**src/rtl/data_reader.sv**
```systemverilog
// Memory-to-UART dump engine: streams bytes 0..LAST_ADDR from a 1-cycle-latency memory.
// Optional READER_HEADER_EN prepends 16 SYNC_BYTE header bytes to every dump.
module data_reader #(
  parameter logic [15:0] LAST_ADDR = 16'd65535,
  parameter logic [7:0]  SYNC_BYTE = 8'hAA
) (
  input  logic        clk,
  input  logic        rst_n,
  input  logic        start,
  input  logic [7:0]  Din,
  input  logic        Tx_done,
  output logic [15:0] Addr,
  output logic        Ren,
  output logic [7:0]  Dout,
  output logic        Tx_start,
  output logic        fin
);

  typedef enum logic [2:0] {IDLE, HEADER, FETCH, SEND, WAIT_TX, DONE} state_t;

  state_t state, state_nxt;

`ifdef READER_HEADER_EN
  logic [3:0] hdr_cnt;
  logic       hdr_busy;   // a header byte is on the wire, waiting for Tx_done
`else
  wire unused_sync = ^SYNC_BYTE;
`endif

  always_ff @(posedge clk or negedge rst_n) begin
    if (!rst_n) state <= IDLE;
    else        state <= state_nxt;
  end

  always_comb begin
    state_nxt = state;
    case (state)
      IDLE, DONE: begin
        if (start) begin
`ifdef READER_HEADER_EN
          state_nxt = HEADER;
`else
          state_nxt = FETCH;
`endif
        end
      end
`ifdef READER_HEADER_EN
      HEADER:  if (hdr_busy && Tx_done && hdr_cnt == 4'hF) state_nxt = FETCH;
`endif
      FETCH:   state_nxt = SEND;
      SEND:    state_nxt = WAIT_TX;
      WAIT_TX: if (Tx_done) state_nxt = (Addr == LAST_ADDR) ? DONE : FETCH;
      default: state_nxt = state;
    endcase
  end

  // Datapath registers; Tx_start is a registered single-cycle strobe.
  always_ff @(posedge clk or negedge rst_n) begin
    if (!rst_n) begin
      Addr     <= '0;
      Ren      <= 1'b0;
      Dout     <= '0;
      Tx_start <= 1'b0;
      fin      <= 1'b0;
`ifdef READER_HEADER_EN
      hdr_cnt  <= '0;
      hdr_busy <= 1'b0;
`endif
    end else begin
      Tx_start <= 1'b0;
      case (state)
        IDLE, DONE: begin
          if (start) begin
            Addr <= '0;
            Ren  <= 1'b1;
            fin  <= 1'b0;
`ifdef READER_HEADER_EN
            hdr_cnt  <= '0;
            hdr_busy <= 1'b0;
`endif
          end
        end
`ifdef READER_HEADER_EN
        HEADER: begin
          if (!hdr_busy) begin
            Dout     <= SYNC_BYTE;
            Tx_start <= 1'b1;
            hdr_busy <= 1'b1;
          end else if (Tx_done) begin
            hdr_busy <= 1'b0;
            hdr_cnt  <= hdr_cnt + 4'd1;
          end
        end
`endif
        SEND: begin
          Dout     <= Din;
          Tx_start <= 1'b1;
        end
        WAIT_TX: begin
          if (Tx_done) begin
            // Compare before incrementing so Addr never wraps past LAST_ADDR.
            if (Addr == LAST_ADDR) begin
              Addr <= '0;
              Ren  <= 1'b0;
              fin  <= 1'b1;
            end else begin
              Addr <= Addr + 16'd1;
            end
          end
        end
        default: ;
      endcase
    end
  end

endmodule

```
**config.mk**
```make
export PLATFORM = sky130hd
export DESIGN_NAME = data_reader
export DESIGN_NICKNAME = d
export VERILOG_FILES = /design/src/rtl/data_reader.sv
export SDC_FILE = /design/constraint.sdc
export NUM_CORES = 1
export LEC_CHECK = 0
export CORE_MARGIN = 4
export CORE_UTILIZATION = 48
export DETAILED_ROUTE_END_ITERATION = 10
export PLACE_DENSITY = 0.75
export SLEW_MARGIN = 20
export SYNTH_ARGS = -nofsm -noshare
export SYNTH_HDL_FRONTEND = slang
export SYNTH_SLANG_ARGS = --single-unit
```
**constraint.sdc**
```tcl
create_clock -name clk -period 2.9 [get_ports clk]
set_clock_uncertainty 0.2 [all_clocks]
set_input_delay 0.58 -clock clk [delete_from_list [all_inputs] [get_ports clk]]
set_output_delay 0.58 -clock clk [all_outputs]
set_load 0.005 [all_outputs]
```
==> flow_summary.yaml <==
global_route:
  grt_pass1_wl_um: 6440
  grt_overflow: 0
  grt_pass1_vias: 1385
  grt_max_degree: 31
  antenna_found_initial: 0
  grt_use_total_pct: 19.9
placed_design:
  dp_cells: 230
  place_ws_ps: 294
  portBuffers: 38
  dp_hpwl_um: 2820
  gp_routability_congestion: 0.835
clocking:
  clk_latency_ps: 330
  cts_hold_buf: 0
  clock_sinks: 30
  cts_setup_buffers: 0
  htreeDepth: 2
  clk_path_buf_depth: 2
  cts_root_buf: "clkbuf_4"
  cts-buffers-inserted: 5
  cts_resized: 0
  cts_tree: "yes"
  clkTransAtPathRegs_ps: 90
power:
  switching_share_pct: 34.7
  pwr-share-clk_pct: 16.1
  comb_power_share_pct: 40.7
  power.density_nw_per_um2: 694
  internal_power_mw: 0.919
  switchingPower_mw: 0.488
  leakagePower_nw: 0.800
  ir_drop_uv: 515
  seqPwrFrac_pct: 43.2
synthesis:
  syn_avg_cell_area_um2: 10.3
  yosysWarnings: 0
  synthCells: 151
  yosysUniqueCellTypes: 50
  synth_seq_cells: 30
  synth.net_count: 164
  syn-cell-area_um2: 1560
  async_flop_share_pct: 100
  synth_edf_count: 0
  ys_dominant_reg_cell: "dfrtp_1"
  yosysSeqAreaShare_pct: 48.3
worst_setup_path:
  crit_fanout: 14
  crit_type: "flip-flop to flip-flop"
  worst_path_max_delay_cell: "or4_1"
  cp.buffers_inverters: 0
  slowest_delay_ps: 850
  cp_top_family: "simple AND/OR/NAND/NOR gates"
  cp.required_ps: 2930
  cp.arrival_ps: 2560
  cp-end-kind: "flip-flop"
  r2r_slack_ps: 370
  crit_chain: "ha_1 > nand3_2 > or4_1 > nand4b_1 > a21bo_2"
  startpoint_type: "flip-flop"
detailed_routing:
  dr.first_iter.drc_count: 116
  drc: 0
  wl_per_cell_um: 16.5
  viasPerCell: 5.96
  routed_wl_um: 3920
  route.vias.total: 1413
  drtAntennaViolNets: 0
  first_pass_iters: 4
sta:
  max_slew_margin_pct: 66.9
  min_period_ps: 2530
  fin_ws_ps: 371
  fin_setup_tns_ps: 0
  hold_slack_ps: 312
  fmax_ghz: 0.395
  hold_viol: 0
  tightest_slew_ps: 497
  setup_viol: 0
  final_max_slew_viol_count: 0
  rsz0062_at_grt: "no"
  post-route-period-util_pct: 87.2
floorplan:
  io_pins: 39
  fp.dieW_um: 64.9
  start_util_pct: 50.5
  die_height_um: 64.9
  die-area_um2: 4210
  coreArea_um2: 3080
  fp-row-count: 20
finish:
  n_antenna_cell: 0
  final_cells: 237
  fin_util_pct: 65.9
  drive_above_1_share_pct: 15.0
  final_nets: 206
  syn_to_final_growth_pct: 30.4
outcome:
  status: "completed"
hold_path:
  hold_class: "flip-flop to flip-flop"
job:
  max_cap_viol_count: 0
[registers in the layout (all words and copies together), names as in the netlist]
register  count
Addr         16
Dout          8
Ren           1
Tx_start      1
fin           1
state         3
[Yosys cell counts, types with 5 or more instances]
library cell | instances | area (um^2)
mux2_2 | 9 | 101
buf_2 | 5 | 25.0
nand3_1 | 5 | 25.0
o21ai_0 | 8 | 40.0
nor4_1 | 6 | 37.5
nand2_1 | 12 | 45.0
nor3_1 | 5 | 25.0
dfrtp_1 | 30 | 751
nand4_1 | 6 | 37.5
nor2_1 | 6 | 22.5
a21oi_1 | 5 | 25.0
a31oi_1 | 6 | 37.5
[power by group through the flow]
stage	logic, mW	clock network (mW)	registers [mW]
after global placement	0.553	0	0.604
after CTS	0.580	0.234	0.606
after detailed placement	0.579	0	0.614
after global routing	0.632	0.260	0.622
after floorplan	0.322	0	0.592
final	0.573	0.227	0.607
[through the flow]
stage	power, mW	cell area, um^2
final	1.41	2030
after global routing	1.51	2030
after CTS	1.42	2030
after detailed placement	1.19	1980
after global placement	1.16	1980
after floorplan	0.914	1560
[cells by family (layout without fill, tap and decap cells)]
family	count (synthesis)	in the layout	share of synthesized area, %
xor+xnor	2	2	1.13
fa+ha+maj	1	1	0.804
flops	30	30	48.3
mux	9	9	6.52
compound gates	40	40	17.9
simple gates	57	57	21.5
buf+inv	12	54	3.86
[cells in the final DEF, fill, tap and decap left out, types with 2 or more instances in the layout]
cell,n
mux2_2,9
nor4_1,6
nand4_1,6
clkbuf_4,5
clkdlybuf4s50_1,38
o21ai_0,8
dfrtp_1,30
a21o_1,2
o31ai_1,3
nor2_1,6
o311a_1,3
a31oi_1,6
buf_4,5
nand3_1,5
nand2_1,12
a21oi_1,5
nor3_1,5
inv_1,4
xnor2_1,2
nor2b_1,2
clkbuf_1,2
[layer usage]
| metal | up-vias | share of wire (%) | wire (um) | track usage (%) |
|---|---|---|---|---|
| met5 | - | 0 | 0 | 0 |
| met1 | 688 | 40 | 1590 | 24.2 |
| met4 | 0 | 0.56 | 22 | 4.75 |
| met2 | 63 | 50 | 1970 | 32.4 |
| li1 | 659 | - | - | - |
| met3 | 3 | 8.6 | 338 | 8.32 |
[final timing paths]
path                                      from                   end  cells past startpoint
min in group asynchronous                rst_n   Addr[1]$_DFFE_PN0P_                      2
max in group asynchronous                rst_n  Addr[12]$_DFFE_PN0P_                      2
hold reg to reg            Dout[0]$_DFFE_PN0P_   Dout[0]$_DFFE_PN0P_                      1
hold / removal             Dout[0]$_DFFE_PN0P_   Dout[0]$_DFFE_PN0P_                      1
setup reg to reg           Addr[0]$_DFFE_PN0P_  Addr[13]$_DFFE_PN0P_                      5
setup / recovery           Addr[0]$_DFFE_PN0P_  Addr[13]$_DFFE_PN0P_                      5
[cell type report]
| type | count | area, um^2 |
|---|---|---|
| well taps | 44 | 55.1 |
| repair buffers | 43 | 418 |
| clock buffers | 7 | 45.0 |
| flip-flops and latches | 30 | 751 |
| multi-input cells | 109 | 744 |
| fillers | 273 | 1050 |
| inverters | 4 | 15.0 |
(Power assumes the default switching activity.)
